$ cat config.mk
export PLATFORM = sky130hd
export DESIGN_NAME = ram_arbiter
export DESIGN_NICKNAME = d
export VERILOG_FILES = /design/src/rtl/apple1_pkg.sv /design/src/rtl/ram_arbiter.sv
export SDC_FILE = /design/constraint.sdc
export NUM_CORES = 1
export LEC_CHECK = 0
export ABC_AREA = 1
export ABC_CLOCK_PERIOD_IN_PS = 2250
export CORE_MARGIN = 2
export CORE_UTILIZATION = 32
export DETAILED_ROUTE_END_ITERATION = 10
export PLACE_DENSITY = 0.91
export SLEW_MARGIN = 20
export SYNTH_ARGS = -nofsm -noshare
export SYNTH_HDL_FRONTEND = slang
export SYNTH_SLANG_ARGS = --single-unit
$ cat constraint.sdc
create_clock -name sys_clock -period 2.25 [get_ports sys_clock]
set_input_delay 0.45 -clock sys_clock [delete_from_list [all_inputs] [get_ports sys_clock]]
set_output_delay 0.45 -clock sys_clock [all_outputs]
set_load 0.05 [all_outputs]
$ cat src/rtl/apple1_pkg.sv
// Shared types for the Apple-1 style RAM arbiter: bus owner encoding,
// DMA FSM states and the default starvation limit.
package apple1_pkg;

  // Number of consecutive denied DMA cycles before the CPU is stalled.
  localparam int STARVE_LIMIT_DEFAULT = 8;

  // Who drives the RAM port in the current cycle.
  typedef enum logic [1:0] {
    OWN_NONE = 2'd0,
    OWN_CPU  = 2'd1,
    OWN_DMA  = 2'd2
  } owner_t;

  // DMA side FSM: IDLE accepts a request, DMA_RD collects read data.
  typedef enum logic {
    ST_IDLE   = 1'b0,
    ST_DMA_RD = 1'b1
  } state_t;

  // Saturating increment used by the starvation counter.
  function automatic logic [7:0] sat_inc(input logic [7:0] value,
                                         input logic [7:0] limit);
    return (value < limit) ? value + 8'd1 : value;
  endfunction

endpackage

$ cat src/rtl/ram_arbiter.sv
// RAM arbiter sharing one synchronous RAM between the CPU and a DMA
// (loader/monitor) port. The CPU uses its clock-enable slots; DMA fills
// the gaps and steals one CPU slot after a run of denied cycles.
module ram_arbiter
  import apple1_pkg::*;
#(
  parameter int STARVE_LIMIT = STARVE_LIMIT_DEFAULT,
  parameter int ADDR_W       = 16
) (
  input  logic              sys_clock,
  input  logic              reset_n,
  input  logic              cpu_clken,
  output logic              cpu_enable,
  input  logic [ADDR_W-1:0] cpu_addr,
  input  logic [7:0]        cpu_wdata,
  input  logic              cpu_rd,
  input  logic              cpu_wr,
  output logic [7:0]        cpu_rdata,
  input  logic              dma_req,
  input  logic              dma_we,
  input  logic [ADDR_W-1:0] dma_addr,
  input  logic [7:0]        dma_wdata,
  output logic              dma_ack,
  output logic [7:0]        dma_rdata,
  output logic              dma_rvalid,
  output logic [ADDR_W-1:0] ram_addr,
  output logic [7:0]        ram_din,
  input  logic [7:0]        ram_dout,
  output logic              ram_rd,
  output logic              ram_wr
);

  localparam logic [7:0] LIMIT = 8'(STARVE_LIMIT);

  state_t     state_q, state_d;
  logic [7:0] wait_cnt_q, wait_cnt_d;
  logic       hold_q, hold_d;
  logic [7:0] dma_rdata_q, dma_rdata_d;
  logic       dma_rvalid_q, dma_rvalid_d;
  owner_t     owner;
  logic       dma_idle_req;

  assign dma_idle_req = dma_req && (state_q == ST_IDLE);
  assign cpu_enable   = cpu_clken && !hold_q;
  assign cpu_rdata    = ram_dout;
  assign dma_rdata    = dma_rdata_q;
  assign dma_rvalid   = dma_rvalid_q;

  // Pick this cycle's RAM owner: a forced DMA slot beats the CPU, the CPU
  // beats an ordinary DMA request, and DMA never issues while a read is open.
  always_comb begin
    owner = OWN_NONE;
    if (hold_q && dma_idle_req) begin
      owner = OWN_DMA;
    end else if (cpu_clken) begin
      owner = OWN_CPU;
    end else if (dma_idle_req) begin
      owner = OWN_DMA;
    end
  end

  // RAM port mux; CPU values are the resting state so a CPU access sees no
  // added latency, and strobes are killed while reset is asserted.
  always_comb begin
    ram_addr = cpu_addr;
    ram_din  = cpu_wdata;
    ram_rd   = 1'b0;
    ram_wr   = 1'b0;
    dma_ack  = 1'b0;
    case (owner)
      OWN_CPU: begin
        ram_rd = cpu_rd;
        ram_wr = cpu_wr;
      end
      OWN_DMA: begin
        ram_addr = dma_addr;
        ram_din  = dma_wdata;
        ram_rd   = !dma_we;
        ram_wr   = dma_we;
        dma_ack  = 1'b1;
      end
      default: begin
      end
    endcase
    if (!reset_n) begin
      ram_rd  = 1'b0;
      ram_wr  = 1'b0;
      dma_ack = 1'b0;
    end
  end

  // Next-state logic for the DMA FSM, read-data capture and starvation tracking.
  always_comb begin
    state_d      = state_q;
    dma_rdata_d  = dma_rdata_q;
    dma_rvalid_d = 1'b0;
    case (state_q)
      ST_IDLE: begin
        if (dma_ack && !dma_we) begin
          state_d = ST_DMA_RD;
        end
      end
      ST_DMA_RD: begin
        dma_rdata_d  = ram_dout;
        dma_rvalid_d = 1'b1;
        state_d      = ST_IDLE;
      end
      default: begin
        state_d = ST_IDLE;
      end
    endcase

    if (!dma_req || dma_ack) begin
      wait_cnt_d = 8'd0;
      hold_d     = 1'b0;
    end else begin
      wait_cnt_d = sat_inc(wait_cnt_q, LIMIT);
      hold_d     = hold_q || (wait_cnt_d == LIMIT);
    end
  end

  // State register with asynchronous active-low reset; a reset mid-read
  // drops the pending result.
  always_ff @(posedge sys_clock or negedge reset_n) begin
    if (!reset_n) begin
      state_q      <= ST_IDLE;
      wait_cnt_q   <= 8'd0;
      hold_q       <= 1'b0;
      dma_rdata_q  <= 8'h00;
      dma_rvalid_q <= 1'b0;
    end else begin
      state_q      <= state_d;
      wait_cnt_q   <= wait_cnt_d;
      hold_q       <= hold_d;
      dma_rdata_q  <= dma_rdata_d;
      dma_rvalid_q <= dma_rvalid_d;
    end
  end

endmodule

==> results of run 1 <==
[area by class of cell]
cell class | count | area (um^2)
clock inverter | 1 | 7.51
clock buffer | 3 | 41.3
sequential | 19 | 475
fill | 167 | 457
inverter | 18 | 82.6
tap | 48 | 60.1
timing repair buffer | 125 | 1660
multi-input combinational | 126 | 937
[critical path: cells and delay by family (launching register included)]
kind / cells / cell delay [ns]
buffers and inverters: 5 / 0.58
DFF: 1 / 0.41
adders and majority gates: 1 / 0.17
and+or+nand+nor: 4 / 0.48
[cells in the mapped netlist]
cell / n / area, um^2
nand2_2: 1 / 6.26
a21oi_2: 1 / 8.76
nor2_1: 14 / 52.6
mux2_2: 8 / 90.1
nor3_1: 2 / 10.0
nand3_1: 1 / 5.00
inv_2: 3 / 11.3
or2_1: 1 / 6.26
buf_6: 1 / 11.3
nand2_1: 82 / 308
clkbuf_1: 2 / 7.51
nand4_1: 2 / 12.5
inv_1: 15 / 56.3
ha_1: 3 / 37.5
buf_4: 8 / 60.1
a211oi_1: 1 / 7.51
dfrtp_1: 19 / 475
nand3_2: 1 / 10.0
nand2_4: 1 / 11.3
buf_2: 3 / 15.0
a21oi_1: 5 / 25.0
xor2_1: 1 / 8.76
nor2_4: 2 / 22.5
[cells by family after synthesis]
family | Yosys count
buf+inv | 32
flops | 19
simple gates | 107
xor+xnor | 1
compound gates | 7
fa+ha+maj | 3
mux | 8
[per-stage QoR]
stage	power [W]	worst slack, ns	area (um^2)	std cells	TNS [ns]
CTS	0.00163	-0.0179	3120	337	-0.138
global placement	0.00134	-0.378	2990	330	-10.56
detailed placement	0.00136	-0.486	2990	330	-13.85
floorplan	0.000899	-0.00176	1480	177	-0.00314
global route	0.00172	-0.185	3260	340	-4.22
finish	0.00166	-0.118	3260	340	-2.48
[flip-flops by register name, indices dropped and copies added, names as in the netlist]
name	cells
hold_q	1
state_q	1
wait_cnt_q	8
dma_rdata	8
dma_rvalid	1
[placed cells by master, fill, tap and decap left out, types with 5 or more instances in the layout]
master / count
nor2_1: 9
buf_4: 9
mux2_2: 8
nand2_4: 25
inv_2: 5
nand2_1: 37
nand2_2: 22
buf_12: 40
clkdlybuf4s50_1: 69
inv_1: 11
nor2_4: 6
dfrtp_1: 19
[worst paths after layout]
path	from	slack, ns	cells after the start	to
max reg2reg	hold_q	0.33	13	wait_cnt_q[1]
min in group asynchronous	reset_n	0.58	2	hold_q
max in group asynchronous	reset_n	1.47	2	dma_rdata[4]
min	dma_rdata[7]	0.51	1	dma_rdata[7]
min reg2reg	dma_rdata[7]	0.51	1	dma_rdata[7]
max	state_q	-0.12	10	ram_addr[12]
[power breakdown]
group,switching (W),internal (W)
clock,0.000122,0.000125
sequential,0.0000254,0.000385
combinational,0.000542,0.000461
total,0.000689,0.000971
[per-layer routing]
layer	global-route usage [%]	part of all wire (%)
met2	50.0	56
met3	4.90	6.2
met4	15.6	6.7
met5	0	0
met1	24.2	31
[repair_timing]
| item | CTS | global route |
|---|---|---|
| hold buffers | 0 | 0 |
| resized for setup | 24 | 30 |
| setup endpoints to repair | 27 | 27 |
| pin swaps | 5 | 6 |
| cloned | 1 | 1 |
| setup buffers | 2 | 2 |
==> results_dict.tcl, run 1 <==
set metrics [dict create \
    outcome "finished with violations" \
    violations "setup timing" \
    track_usage_pct 25.6 \
    first_pass_iters 4 \
    crit_chain "nor2_2, inv_2, nor2_4, buf_6, ha_4, inv_2, buf_12, nand2_1, nand2_4, buf_12" \
    grt-ovfl-total 0 \
    fmaxAchievable_mhz 422 \
    postSynthAreaPerCell_um2 7.11 \
    antenna_found_initial 0 \
    htree_levels 1 \
    synth_fa_ha_area_share_pct 2.98 \
    antenna_cells 0 \
    post_route_cells_drive_above_1_share_pct 46.6 \
    synthXorXnorAreaFrac_pct 0.696 \
    dieWidth_um 66.7 \
    end_kind "output pin" \
    finalCriticalPeriod_ns 2.37 \
    synth_seq_cells 19 \
    skew_ns 0.0106 \
    critPathRequiredTime_ns 1.80 \
    numCtsBuffers 3 \
    slowest_stage "dfrtp_1" \
    io_buffers 107 \
    p_per_area_mw_per_mm2 509 \
    ios 108 \
    die_h_um 66.7 \
    vias_per_cell 4.90 \
    hold_path_class "reg -> reg" \
    yosys_warnings 0 \
    fin_util_pct 87.7 \
    synth_top_family_by_area "simple AND/OR/NAND/NOR gates" \
    layout.nets 359 \
    cts_tree "done" \
    synthMuxAreaShare_pct 7.16 \
    worstMarginPinSlew_ns 0.518 \
    leakage_nw 1.50 \
    slew-limit-headroom_pct 65.3 \
    clk_latency_ns 0.26 \
    syn_nets 243 \
    final-setup-viol-count 27 \
    path_clk_slew_ns 0.08 \
    core-area_mm2 0.00372 \
    synth_cell_types 23 \
    grt_pass1_vias 1703 \
    num_vias 1667 \
    gp_congestion 0.821 \
    finalCritPeriodShare_pct 105 \
    grt_max_degree 25 \
    synth_area_mm2 0.00126 \
    avgRoutedWirePerCell_um 18.4 \
    rsz0062_at_grt "yes" \
    dp_hpwl_um 4300 \
    root_buffer "clkbuf_8" \
    synth_compound_area_share_pct 3.28 \
    synthToLayoutAreaGrowth_pct 159 \
    startpoint_type "flop" \
    placement_rows 22 \
    drt_iter0_drc 64 \
    slew_viol_final 0 \
    vdd_ir_drop_max_mv 0.722 \
    crit_path_max_fanout 24 \
    grt_pass1_wl_um 8360 \
    initial_core_util_pct 33.9 \
    setup_slack_ns -0.118 \
    path_class "reg -> out" \
    ant_nets 0 \
    totalWireLength_um 6260 \
    syn-instance-count 177 \
    hold_viol 0 \
    cts.sinks 19 \
    maxCapViolCount 0 \
    cpPeakStageDelay_ns 0.41 \
    seq_area_frac_synth_pct 37.8 \
    cts_buffer_depth 2 \
    route.detailed.drc 0 \
    yosys.area_share.simple_pct 35.3 \
    whs_ns 0.507 \
    critPathArrivalTime_ns 1.92 \
    die-area_mm2 0.00445 \
]
Note: power is estimated with default switching activity, not from simulation.
==> run 2, diff against run 1 <==
- CTS_CLUSTER_SIZE: not set -> 30
- SETUP_SLACK_MARGIN: not set -> 0.02
==> run 2 against run 1 <==
  * Critical path depth is 1 lower
  * Critical path type unchanged
  * Total power shrank 1.6%
  * The run still ends with setup timing left
  * Combinational power is essentially flat
  * Register-to-register slack hardly changed
  * Global-route usage is 0.30 points higher
  * Non-clock buffer count up 1
  * Largest power group unchanged
  * Clock skew increased by 0.00099 ns
  * Sequential power is essentially flat
  * Maximum frequency is 2.9% higher
  * Clock power fell by 3%
==> results_dict.tcl, run 2 (synthesis gave the netlist of run 1 again) <==
set metrics [dict create \
    outcome "finished with violations" \
    violations "setup timing" \
    ff_latch_area_um2 475 \
    dieWidth_um 66.7 \
    post_route_cells_drive_above_1_share_pct 44.0 \
    final-setup-viol-count 18 \
    synthToLayoutAreaGrowth_pct 154 \
    grt_use_met3_pct 5.91 \
    grt_most_used_layer "met2" \
    die_h_um 66.7 \
    grt_pass1_vias 1751 \
    worstMarginPinSlew_ns 0.526 \
    grt_pass1_wl_um 8550 \
    grt-ovfl-total 0 \
    track_usage_pct 25.9 \
    first_pass_iters 4 \
    rsz0062_at_grt "yes" \
    grt_use_met2_pct 51.7 \
    multi_input_area_um2 907 \
    die-area_mm2 0.00445 \
    critPathRequiredTime_ns 1.80 \
    p_int_w 0.000961 \
    core-area_mm2 0.00372 \
    layout.nets 360 \
    ant_nets 0 \
    switching_share_pct 41.2 \
    skew_ns 0.0116 \
    cts_tree "done" \
    cpPeakStageDelay_ns 0.39 \
    initial_core_util_pct 33.9 \
    grt_max_degree 16 \
    avgRoutedWirePerCell_um 16.6 \
    finalCriticalPeriod_ns 2.30 \
    hold_buffers 0 \
    slew_viol_final 0 \
    finalCritPeriodShare_pct 102 \
    leakage_nw 1.49 \
    antenna_found_initial 0 \
    met1_usage_pct 24.7 \
    drt_iter0_drc 53 \
    hold_path_class "reg -> reg" \
    comb_power_share_pct 60.2 \
    num_vias 1598 \
    htree_levels 1 \
    vias_per_cell 4.69 \
    cts_buffer_depth 2 \
    dp_hpwl_um 4350 \
    slowest_stage "dfrtp_1" \
    antenna_cells 0 \
    cp.buffers_inverters 4 \
    final_common_cell "clkdlybuf4s50_1" \
    crit_path_max_fanout 4 \
    cts.sinks 19 \
    path_class "reg -> out" \
    slew-limit-headroom_pct 64.8 \
    critPathArrivalTime_ns 1.85 \
    layout_common_cells "clkdlybuf4s50_1, nand2_1, buf_12" \
    end_kind "output pin" \
    fin_util_pct 86.1 \
    root_buffer "clkbuf_8" \
    sequentialPowerShare_pct 25.1 \
    n_fill_cell 183 \
    fmaxAchievable_mhz 435 \
    numCtsBuffers 3 \
    crit_family "buffers and inverters" \
    route.detailed.drc 0 \
    path_clk_slew_ns 0.06 \
    stdcell_count 341 \
    startpoint_type "flop" \
    io_buffers 107 \
    crit_chain "nor2_1, inv_1, nor2_4, buf_6, ha_4, buf_8, nand2_4, a211oi_4, buf_12" \
    clk_latency_ns 0.26 \
    setup_slack_ns -0.0508 \
    vdd_ir_drop_max_mv 0.541 \
    dp.cells 331 \
    hold_viol 0 \
    maxCapViolCount 0 \
    clkPwrFrac_pct 14.7 \
    placement_rows 22 \
    p_per_area_mw_per_mm2 511 \
    ios 108 \
    totalWireLength_um 5650 \
    gp_congestion 0.785 \
    p_switching_w 0.000673 \
]
run 2: routing by layer:
metal | share of wire (%) | vias up
li1 | - | 760
met1 | 32 | 753
met2 | 58 | 71
met3 | 7.3 | 14
met4 | 3.0 | 0
met5 | 0 | -
run 2: worst paths after layout:
check | slack, ns | endpoint | from | cells after the start
setup / recovery | -0.05 | ram_wr | state_q | 9
hold / removal | 0.51 | dma_rdata[3] | dma_rdata[3] | 1
setup reg to reg | 0.34 | wait_cnt_q[0] | hold_q | 13
hold reg to reg | 0.51 | dma_rdata[3] | dma_rdata[3] | 1
max in group asynchronous | 1.43 | dma_rdata[2] | reset_n | 2
min in group asynchronous | 0.58 | dma_rvalid | reset_n | 2
run 2: layout make-up:
| class | instances | area share [%] |
|---|---|---|
| clock inverters | 1 | 0.156 |
| inverters | 18 | 2.66 |
| well taps | 48 | 1.88 |
| flip-flops and latches | 19 | 14.9 |
| repair buffers | 126 | 50.8 |
| multi-input cells | 126 | 28.4 |
| clock buffers | 3 | 1.29 |
run 2: stage by stage:
| step | total power [W] | hold WS, ns | setup slack (ns) | cell area, um^2 | TNS, ns |
|---|---|---|---|---|---|
| final | 0.00163 | 0.510 | -0.0508 | 3200 | -0.394 |
| after global routing | 0.00169 | 0.528 | -0.117 | 3200 | -2.24 |
| after CTS | 0.00163 | 0.513 | -0.0139 | 3170 | -0.0139 |
| after detailed placement | 0.00136 | 0.495 | -0.470 | 2990 | -13.71 |
| after global placement | 0.00134 | 0.490 | -0.404 | 2990 | -11.06 |
| after floorplan | 0.000901 | 0.154 | -0.00176 | 1490 | -0.00314 |
run 2: what timing repair did:
action                     4_1_cts  5_1_grt
resized for setup               34        4
buffers inserted                 3        2
pin swaps                        6        2
setup endpoints to repair       29       27
cloned                           1        0
run 2: power by group through the flow:
stage               logic (W)  clock network [W]  registers, W
CTS                  0.000983           0.000243      0.000410
floorplan            0.000350                  0      0.000551
finish               0.000984           0.000240      0.000409
detailed placement   0.000948                  0      0.000416
global placement     0.000928                  0      0.000413
global route          0.00102           0.000255      0.000414
run 2: worst register-to-register path, cell delays in order (launching register included):
cell and delay [ns]:
dfrtp_1 0.42, nor2_4 0.17, nor2_4 0.07, nor2_4 0.10, inv_2 0.05, ha_4 0.18, buf_8 0.13, buf_12 0.15
nand2_4 0.07, inv_2 0.05, nor2_1 0.10, inv_2 0.07, buf_12 0.13, a21oi_1 0.15
==> run 3, diff against run 2 <==
- CORE_UTILIZATION: 32 -> 25
- PLACE_DENSITY: 0.91 -> 0.76
==> run 3 against run 2 <==
  * Utilization is 10 points lower
  * Cell area is 13% higher
  * Global-route usage is 2.1 points lower
  * Die area is 26% higher
  * Worst hold slack better by 0.0018 ns
  * Critical path depth is 5 higher
  * The flow still finishes with violations (setup timing)
==> results_dict.tcl, run 3 (synthesis gave the netlist of run 1 again) <==
set metrics [dict create \
    outcome "finished with violations" \
    violations "setup timing" \
    fmaxAchievable_mhz 426 \
    leakage_nw 1.71 \
    initial_core_util_pct 26.3 \
    n_fill_cell 309 \
    dp_hpwl_um 3720 \
    hold_buffers 0 \
    cts_tree "done" \
    startpoint_type "input pin" \
    die-area_mm2 0.00562 \
    ios 108 \
    slowest_stage "ha_4" \
    hold_viol 0 \
    synthToLayoutAreaGrowth_pct 188 \
    antenna_found_initial 0 \
    setup_slack_ns -0.0969 \
    post_route_cells_drive_above_1_share_pct 57.0 \
    pre_cts_ws_ns -0.410 \
    skew_ns 0.00264 \
    crit_path_frequent_cell "buf_12" \
    placement_rows 25 \
    slew_viol_final 0 \
    cts.sinks 19 \
    numCtsBuffers 3 \
    gp_congestion 0.722 \
    cp.buffers_inverters 8 \
    vdd_ir_drop_max_mv 0.276 \
    critPathRequiredTime_ns 1.80 \
    crit_family "buffers and inverters" \
    crit_path_max_fanout 6 \
    finalCriticalPeriod_ns 2.35 \
    route.detailed.drc 0 \
    finalCritPeriodShare_pct 104 \
    layout.nets 367 \
    p_per_area_mw_per_mm2 479 \
    num_vias 1662 \
    root_buffer "clkbuf_8" \
    layout_common_cells "clkdlybuf4s50_1, nand2_4, buf_12" \
    drt_iter0_drc 47 \
    die_h_um 75.0 \
    path_class "in -> out" \
    vias_per_cell 4.53 \
    path_clk_slew_ns 0.07 \
    dieWidth_um 75.0 \
    final_common_cell "clkdlybuf4s50_1" \
    totalWireLength_um 6730 \
    avgRoutedWirePerCell_um 18.3 \
    htree_levels 1 \
    clk_latency_ns 0.26 \
    antenna_cells 0 \
    first_pass_iters 4 \
    fin_util_pct 75.7 \
    rsz0062_at_grt "yes" \
    maxCapViolCount 0 \
    end_kind "output pin" \
    ant_nets 0 \
    core-area_mm2 0.00479 \
    critPathArrivalTime_ns 1.90 \
    grt_pass1_vias 1822 \
    grt_max_degree 20 \
    whs_ns 0.512 \
    io_buffers 107 \
    worstMarginPinSlew_ns 0.515 \
    crit_chain "buf_2, buf_6, inv_12, nor2_4, nor2_4, nor2_2, inv_2, ha_4, buf_12, inv_12, buf_12, nand2_2, nand2_4, buf_12" \
    slew-limit-headroom_pct 65.6 \
    p_total_w 0.00174 \
    cpPeakStageDelay_ns 0.18 \
    grt-ovfl-total 0 \
    grt_pass1_wl_um 9700 \
    hold_path_class "reg -> reg" \
    track_usage_pct 23.8 \
    cts_buffer_depth 2 \
    final-setup-viol-count 26 \
]
-- run 3: timing repair --
item,in CTS,in global routing
pin swaps,21,6
endpoints found under the setup margin,27,27
hold endpoints to repair,0,0
cloned,6,0
setup buffers,10,1
resized for setup,114,14
-- run 3: cell type report --
| cell class | count | area (um^2) | share of cell area, % |
|---|---|---|---|
| Clock buffer | 4 | 45.0 | 1.24 |
| Multi-Input combinational cell | 126 | 1170 | 32.4 |
| Inverter | 18 | 95.1 | 2.62 |
| Tap cell | 67 | 83.8 | 2.31 |
| Timing Repair Buffer | 133 | 1750 | 48.3 |
| Sequential cell | 19 | 475 | 13.1 |
-- run 3: through the flow --
stage	TNS [ns]	area [um^2]	instances
2_1_floorplan	-0.00314	1490	177
3_3_place_gp	-9.88	3010	351
3_5_place_dp	-11.11	3010	351
4_1_cts	-1.07	3660	370
5_1_grt	-3.29	3620	367
6_report	-1.46	3620	367
-- run 3: per-layer routing --
metal / global-route usage (%) / wire length [um] / up-vias
met3: 5.09 / 310 / 11
met4: 3.57 / 117 / 0
li1: - / - / 779
met1: 25.8 / 2250 / 817
met2: 47.6 / 4050 / 55
met5: 0 / 0 / -
-- run 3: power breakdown --
group | internal [W] | leakage, nW | total [W] | switching, W
logic | 0.000501 | 1.44 | 0.00108 | 0.000582
clock network | 0.000126 | 0.0228 | 0.000240 | 0.000114
registers | 0.000385 | 0.249 | 0.000413 | 0.0000275
total | 0.00101 | 1.71 | 0.00174 | 0.000723
-- run 3: worst paths after layout --
kind,start,end,slack (ns),depth (start not counted)
worst max-delay path,cpu_clken,ram_addr[10],-0.1,14
worst min-delay path,dma_rdata[1],dma_rdata[1],0.51,1
worst max register to register,hold_q,wait_cnt_q[2],0.34,13
worst min register to register,dma_rdata[1],dma_rdata[1],0.51,1
max in group asynchronous,reset_n,dma_rvalid,1.33,3
min in group asynchronous,reset_n,wait_cnt_q[0],0.72,3
